### config.mk
export PLATFORM = sky130hd
export DESIGN_NAME = pipe_stage_buf
export DESIGN_NICKNAME = d
export VERILOG_FILES = /design/src/rtl/pipe_pkg.sv /design/src/rtl/pipe_slot.sv /design/src/rtl/pipe_stage_buf.sv
export SDC_FILE = /design/constraint.sdc
export NUM_CORES = 1
export LEC_CHECK = 0
export ABC_AREA = 1
export CAP_MARGIN = 20
export CELL_PAD_IN_SITES_DETAIL_PLACEMENT = 0
export CELL_PAD_IN_SITES_GLOBAL_PLACEMENT = 1
export CORE_UTILIZATION = 38
export CTS_CLUSTER_SIZE = 25
export DETAILED_ROUTE_END_ITERATION = 10
export PLACE_DENSITY = 0.86
export SETUP_SLACK_MARGIN = 0.15
export SLEW_MARGIN = 20
export SYNTH_ARGS = -nofsm -noshare
export SYNTH_HDL_FRONTEND = slang
export SYNTH_HIERARCHICAL = 1
export SYNTH_SLANG_ARGS = --single-unit
### constraint.sdc
create_clock -name clk -period 2 [get_ports clk]
set_clock_uncertainty 0.05 [all_clocks]
set_input_delay 0.4 -clock clk [delete_from_list [all_inputs] [get_ports clk]]
set_output_delay 0.4 -clock clk [all_outputs]
set_load 0.03 [all_outputs]
### src/rtl/pipe_pkg.sv
// Shared types for the elastic pipeline-stage buffer and its integration
// as the execute-to-memory boundary.
package pipe_pkg;

  typedef struct packed {
    logic        reg_write;
    logic        mem_read;
    logic        mem_write;
    logic        mem_to_reg;
    logic [31:0] alu_result;
    logic [4:0]  rd;
    logic [31:0] rd2;
    logic [31:0] pc_cur;
    logic [2:0]  funct3;
  } ex_mem_payload_t;

  localparam int EX_MEM_W = $bits(ex_mem_payload_t);

  typedef enum logic [1:0] {
    EMPTY = 2'd0,
    ONE   = 2'd1,
    FULL  = 2'd2
  } buf_state_t;

  // Number of valid entries implied by a buffer state.
  function automatic logic [1:0] occ_of(input buf_state_t st);
    case (st)
      ONE:     occ_of = 2'd1;
      FULL:    occ_of = 2'd2;
      default: occ_of = 2'd0;
    endcase
  endfunction

endpackage

### src/rtl/pipe_slot.sv
// One payload register with a valid bit. Clear drops the valid bit but keeps
// the data, so a flushed slot still shows its last payload.
module pipe_slot #(
  parameter int DATA_W = 32
) (
  input  logic              clk,
  input  logic              rst,
  input  logic              i_load,
  input  logic              i_clear,
  input  logic [DATA_W-1:0] i_data,
  output logic              o_valid,
  output logic [DATA_W-1:0] o_data
);

  logic              r_valid;
  logic [DATA_W-1:0] r_data;

  always_ff @(posedge clk or posedge rst) begin
    if (rst) begin
      r_valid <= 1'b0;
      r_data  <= '0;
    end else begin
      if (i_clear)
        r_valid <= 1'b0;
      else if (i_load)
        r_valid <= 1'b1;
      if (i_load && !i_clear)
        r_data <= i_data;
    end
  end

  assign o_valid = r_valid;
  assign o_data  = r_data;

endmodule

### src/rtl/pipe_stage_buf.sv
// Elastic valid/ready pipeline-stage buffer with optional skid entry,
// flush-driven bubble insertion and a saturating stall counter.
module pipe_stage_buf
  import pipe_pkg::*;
#(
  parameter int DATA_W  = 32,
  parameter bit SKID_EN = 1'b1,
  parameter int CNT_W   = 16
) (
  input  logic              clk,
  input  logic              reset,
  input  logic              in_valid,
  output logic              in_ready,
  input  logic [DATA_W-1:0] in_data,
  output logic              out_valid,
  input  logic              out_ready,
  output logic [DATA_W-1:0] out_data,
  input  logic              flush,
  input  logic              clear_stats,
  output logic [1:0]        occupancy,
  output logic [CNT_W-1:0]  stall_cycles
);

  localparam logic [CNT_W-1:0] STALL_MAX = {CNT_W{1'b1}};

  buf_state_t        r_state;
  logic              r_in_ready;
  logic [1:0]        r_occupancy;
  logic [CNT_W-1:0]  r_stall;

  buf_state_t        w_state_next;
  logic              w_accept;
  logic              w_emit;
  logic              w_main_load;
  logic              w_main_clear;
  logic              w_skid_load;
  logic              w_skid_clear;
  logic              w_main_valid;
  logic [DATA_W-1:0] w_main_data;
  logic [DATA_W-1:0] w_main_din;
  logic              w_skid_valid;
  logic [DATA_W-1:0] w_skid_data;

  assign w_accept = in_valid & in_ready;
  assign w_emit   = w_main_valid & out_ready;

  // Without a skid entry, ONE can only accept while emitting, so FULL is unreachable.
  always_comb begin
    w_state_next = r_state;
    w_main_load  = 1'b0;
    w_main_clear = 1'b0;
    w_skid_load  = 1'b0;
    w_skid_clear = 1'b0;
    if (flush) begin
      w_state_next = EMPTY;
      w_main_clear = 1'b1;
      w_skid_clear = 1'b1;
    end else begin
      case (r_state)
        EMPTY: begin
          if (w_accept) begin
            w_main_load  = 1'b1;
            w_state_next = ONE;
          end
        end
        ONE: begin
          if (w_accept && w_emit) begin
            w_main_load = 1'b1;
          end else if (w_accept) begin
            w_skid_load  = 1'b1;
            w_state_next = FULL;
          end else if (w_emit) begin
            w_main_clear = 1'b1;
            w_state_next = EMPTY;
          end
        end
        FULL: begin
          if (w_emit) begin
            w_main_load  = 1'b1;
            w_skid_clear = 1'b1;
            w_state_next = ONE;
          end
        end
        default: begin
          w_state_next = EMPTY;
          w_main_clear = 1'b1;
          w_skid_clear = 1'b1;
        end
      endcase
    end
  end

  assign w_main_din = w_skid_valid ? w_skid_data : in_data;

  always_ff @(posedge clk or posedge reset) begin
    if (reset) begin
      r_state     <= EMPTY;
      r_in_ready  <= 1'b1;
      r_occupancy <= 2'd0;
    end else begin
      r_state     <= w_state_next;
      r_in_ready  <= (w_state_next != FULL);
      r_occupancy <= occ_of(w_state_next);
    end
  end

  pipe_slot #(.DATA_W(DATA_W)) u_main (
    .clk     (clk),
    .rst     (reset),
    .i_load  (w_main_load),
    .i_clear (w_main_clear),
    .i_data  (w_main_din),
    .o_valid (w_main_valid),
    .o_data  (w_main_data)
  );

  generate
    if (SKID_EN) begin : g_skid
      pipe_slot #(.DATA_W(DATA_W)) u_skid (
        .clk     (clk),
        .rst     (reset),
        .i_load  (w_skid_load),
        .i_clear (w_skid_clear),
        .i_data  (in_data),
        .o_valid (w_skid_valid),
        .o_data  (w_skid_data)
      );
      assign in_ready = r_in_ready;
    end else begin : g_no_skid
      assign w_skid_valid = 1'b0;
      assign w_skid_data  = '0;
      assign in_ready     = !w_main_valid | out_ready;
    end
  endgenerate

  // clear_stats wins over a same-cycle increment; flush does not touch the count.
  always_ff @(posedge clk or posedge reset) begin
    if (reset)
      r_stall <= '0;
    else if (clear_stats)
      r_stall <= '0;
    else if (w_main_valid && !out_ready && r_stall != STALL_MAX)
      r_stall <= r_stall + 1'b1;
  end

  assign out_valid    = w_main_valid;
  assign out_data     = w_main_data;
  assign occupancy    = r_occupancy;
  assign stall_cycles = r_stall;

endmodule

Word level (Yosys, flattened, before mapping)
Cells that the tools add are included.
{"block": "word_totals", "output_inout_bits": 52, "ff_bits": 87, "inputBits": 38}
{"block": "classes", "reduce_logical": 14, "muxes": 29, "n_bitwise": 2, "addsub": 1, "eq_ne": 6}
{"operator": "$mux W16", "count": 2}
{"operator": "$mux W32", "count": 1}
{"operator": "$add A16 B1 Y16 const B", "count": 1}
{"operator": "$ne A16 B16 Y1 const B", "count": 1}
{"operator": "$mux W1", "count": 15}
{"operator": "$mux W2", "count": 6}
{"operator": "$pmux W2 S3", "count": 1}
{"operator": "$reduce_bool A2 Y1", "count": 3}
{"operator": "$logic_and A1 B1 Y1", "count": 5}
{"operator": "$eq A2 B1 Y1 const B", "count": 2}
{"operator": "$eq A2 B2 Y1 const B", "count": 2}
{"operator": "$pmux W1 S2", "count": 2}
{"operator": "$pmux W2 S2", "count": 1}
{"operator": "$reduce_or A2 Y1", "count": 2}
{"operator": "$logic_not A1 Y1", "count": 3}
{"operator": "$pmux W1 S3", "count": 1}
{"operator": "$and A1 B1 Y1", "count": 2}
{"operator": "$logic_not A2 Y1", "count": 1}
{"operator": "$ne A2 B2 Y1 const B", "count": 1}

Depth between registers and ports, before layout
{"block": "logic_depth", "word_depth": 8, "mapped_depth": 11}

Hierarchy
The synthesis kept the hierarchy.
{"module": "pipe_slot", "area_each_um2": 1331.3, "n_inst": 2, "cells_per_inst": 144}
{"module": "pipe_stage_buf", "area_each_um2": 1654.1, "n_inst": 1, "cells_per_inst": 216}

Worst setup path before layout
No wires, ideal clock.
{"block": "synth_timing", "kind": "register to register", "start": "register r_stall[0], in the netlist stall_cycles[0]", "end": "register r_stall[3], in the netlist stall_cycles[3]", "path_buffers": 1, "synth_period_minus_slack_ns": 1.746, "slack_ns": 0.254, "stages_incl_launch_ff": 11, "setup_time_ns": 0.066, "t_arrival_ns": 1.631, "path_cell_list": "dfrtp_1 > ha_1 > nand3_1 > inv_1 > nand2_2 > nor2_4 > nor2_4 > nor2_4 > buf_6 > nand2_1 > nand2_1"}
{"block": "synth_via", "elab_chain_cells": 3, "elab_cells_between_ends": 6, "cone_classes": "1 x add/sub; 1 x eq/ne; 2 x mux; 2 x reduce/logical"}
{"item": "from (decl)", "line_no": "pipe_stage_buf.sv:29", "rtl": "logic [CNT_W-1:0] r_stall;"}
{"item": "from (signal assigned)", "line_no": "pipe_stage_buf.sv:143", "rtl": "r_stall <= r_stall + 1'b1;"}
{"item": "$add A16 B1 Y16 or $ne A16 B16 Y1 (tied branches)", "line_no": "pipe_stage_buf.sv:143, pipe_stage_buf.sv:142"}
{"item": "$mux W16 or $logic_and A1 B1 Y1 (tied branches)", "line_no": "pipe_stage_buf.sv:142", "rtl": "else if (w_main_valid && !out_ready && r_stall != STALL_MAX)"}
{"item": "$mux W16 or $reduce_bool A2 Y1 (tied branches)"}
Several ways; a longest one is shown, not always the timed one. The select of a mux whose other input is x is not followed.
A chain may end at the register's enable or synchronous reset.

Worst setup path in the final report
{"block": "layout_timing", "start": "register u_main.r_data[26], in the netlist u_main/o_data[26]", "end": "output port out_data[26]"}
{"item": "from (decl)", "line_no": "pipe_slot.sv:16", "rtl": "logic [DATA_W-1:0] r_data;"}
{"item": "from (signal assigned)", "line_no": "pipe_slot.sv:28", "rtl": "r_data <= i_data;"}
{"item": "to (decl)", "line_no": "pipe_stage_buf.sv:17", "rtl": "output logic [DATA_W-1:0] out_data,"}
No word-level cell between the ends.

==> impl_metrics.json <==
{
  "critical_path_required_ps": 1550,
  "post_route_setup_tns_ps": 0,
  "multiInputGateArea_um2": 1890,
  "die_height_um": 109,
  "totalWireLength_mm": 10.8,
  "clkSlewWorstSetupHoldPaths_ps": 70,
  "regArea_um2": 2180,
  "crit_path_max_fanout": 2,
  "synth_area_per_cell_um2": 8.56,
  "status": "finished clean",
  "io-pin-count": 90,
  "peak_supply_drop_uv": 468,
  "p_leak_nw": 3.15,
  "count_of_cell_types_in_the_netlist": 26,
  "critical_path_arrival_ps": 1360,
  "timing_worst_slew_pin_value_ps": 379,
  "post_drt_via_cell_ratio": 5.03,
  "report.final.hold_viol_count": 0,
  "ys_ff_latch": 87,
  "synth.cell_area_um2": 4320,
  "area.growth.synth_to_final_pct": 34.8,
  "setup.worst_path.class": "reg2out",
  "cts_root_buf": "sky130_fd_sc_hd__clkbuf_16",
  "pwr_per_cell_area_nw_per_um2": 962,
  "grtUsageTotal_pct": 19.7,
  "drt_pre_antenna_iters": 5,
  "cts_made_buffers": 9,
  "hold_path.class": "in2async",
  "detailedPlacementHpwl_mm": 7.36,
  "numClockSinks": 87,
  "critPathBufInv": 1,
  "ratio_of_cells_with_drive_above_1_in_the_final_layout_pct": 13.7,
  "placed_area_um2": 5400,
  "vias": 3760,
  "cts-htree-levels": 3,
  "finalCriticalPeriod_ps": 1810,
  "timing.critical_path.slowest_cell_delay_ps": 670,
  "fill_count": 1035,
  "grt_start_max_net_pins": 34,
  "grt_antenna_before_repair": 0,
  "drt_iter0_markers": 161,
  "net_count_after_synthesis": 543,
  "route.antenna.remaining_nets": 0,
  "critical-path-slowest-cell": "sky130_fd_sc_hd__clkdlybuf4s50_1",
  "antenna_cells_inserted": 0,
  "port_buffers": 89,
  "synth_seq_area_share_pct": 50.5,
  "dieArea_um2": 11800,
  "remaining_max_slew_budget_at_the_tightest_pin_pct": 74.7,
  "cts-hold-fix-buffers": 0,
  "grt_overflow": 0,
  "worstSetupStartpointType": "register",
  "timing.max_cap.violations": 0,
  "ys.warnings.count": 6,
  "tritoncts": "built",
  "gp_congestion": 0.813,
  "final.hold.worst_slack_ps": 371,
  "first_global_vias": 3736,
  "die_w_um": 109,
  "num-nets-final": 641,
  "unrepaired_setup_endpoints_after_global_routing": "yes",
  "crit_family": "buffers and inverters",
  "grt_pass1_wl_mm": 18.0,
  "worstSkewPairLatency_ps": 340,
  "most-common-layout-cells": "sky130_fd_sc_hd__nand2_1 (193), sky130_fd_sc_hd__dfrtp_1 (86), sky130_fd_sc_hd__nand3_1 (78), sky130_fd_sc_hd__clkdlybuf4s50_1 (42), sky130_fd_sc_hd__mux2_2 (28)",
  "initial_utilization_pct": 39.5,
  "final_design_instance_area_without_fill_um2": 5820,
  "timing.final.setup_violations": 0,
  "fmax_mhz": 554,
  "drc": 0,
  "timing_max_transition_violations_final": 0,
  "layout_worst_path_cycle_share_pct": 90.3,
  "cp_cell_sequence": "clkdlybuf4s50_1",
  "timing.critical_path.to_type": "output port",
  "mostFrequentLayoutCell": "sky130_fd_sc_hd__nand2_1",
  "post_drt_wl_per_cell_um": 14.5,
  "synthesis.instances": 504,
  "number_of_buffers_on_the_longest_clock_path": 2,
  "coreArea_um2": 10900,
  "floorplan.rows": 38
}
-- stage by stage --
step	util, %	worst slack (ps)	total power, mW	instances
2_1_floorplan	-	254	3.32	504
3_3_place_gp	49.4	-131	3.95	727
3_5_place_dp	49.4	-164	4.00	727
4_1_cts	51.9	158	5.64	743
5_1_grt	53.2	122	5.92	747
6_report	53.2	195	5.60	747
-- cells by family after synthesis --
kind of cell             share of synthesized area, %
multiplexers                                     8.35
flip-flops                                       50.5
buffers and inverters                            6.55
AO/OA/AOI/OAI                                    1.74
XOR/XNOR                                         1.01
adder cells (fa/ha/maj)                         0.290
AND/OR/NAND/NOR                                  31.6
-- final timing paths --
| kind | startpoint | to | slack, ps | cells past startpoint |
|---|---|---|---|---|
| setup / recovery | u_main/o_data[26] | out_data[26] | 190 | 1 |
| max in group asynchronous | reset | g_skid.u_skid/o_data[31] | 1080 | 3 |
| hold reg to reg | u_main/o_data[4] | u_main/o_data[4] | 420 | 2 |
| setup reg to reg | in_ready | u_main/o_data[2] | 250 | 10 |
| hold / removal | reset | g_skid.u_skid/o_data[17] | 370 | 2 |
| min in group clk | u_main/o_data[4] | u_main/o_data[4] | 420 | 2 |
-- report_power, final --
part | internal [mW] | total, mW | switching, mW | leakage, nW
Combinational | 0.624 | 1.53 | 0.903 | 1.89
Clock | 0.882 | 1.66 | 0.774 | 0.141
Sequential | 2.18 | 2.41 | 0.233 | 1.13
Total | 3.69 | 5.60 | 1.91 | 3.15
-- metal layers --
metal  GRT usage [%]  vias to the layer above  part of all wire [%]
li1                -                     1838                     -
met1            26.6                     1814                    46
met2            31.6                      100                    48
met3            4.70                        8                   5.5
met4            5.50                        0                  0.98
met5               0                        -                     0
-- flip-flops by register name, indices dropped and copies added (netlist names) --
signal                 cells
u_main/o_data             32
stall_cycles              16
r_state                    2
g_skid.u_skid/o_valid      1
u_main/o_valid             1
occupancy                  2
g_skid.u_skid/o_data      32
in_ready                   1
-- layout make-up --
cell class | count | share of cell area [%]
clock buffers | 9 | 3.87
clock inverters | 7 | 1.35
inverters | 23 | 1.48
multi-input cells | 368 | 32.6
flip-flops and latches | 87 | 37.4
well taps | 140 | 3.01
repair buffers | 113 | 20.3
-- synth_stat cells (all sizes together) --
library cell  instances  area (um2)
o211ai                1        7.51
o21bai                3        22.5
ha                    1        12.5
dfrtp                86        2150
nand2               196         753
o21ai                 5        25.0
nor2                 28         133
nand4                13        81.3
buf                  26         193
xor2                  5        43.8
clkbuf                1        3.75
dfstp                 1        26.3
mux2                 32         360
or2                   1        6.26
inv                  23        86.3
a21oi                 4        20.0
nand3                78         390
-- what timing repair did --
action	4_1_cts	5_1_grt
gates resized for setup	24	28
setup buffers	0	3
cloned	0	1
endpoints found under the hold margin	0	0
pin swaps	0	3
endpoints found under the setup margin	24	71
Note: power is estimated with default switching activity, not from simulation.
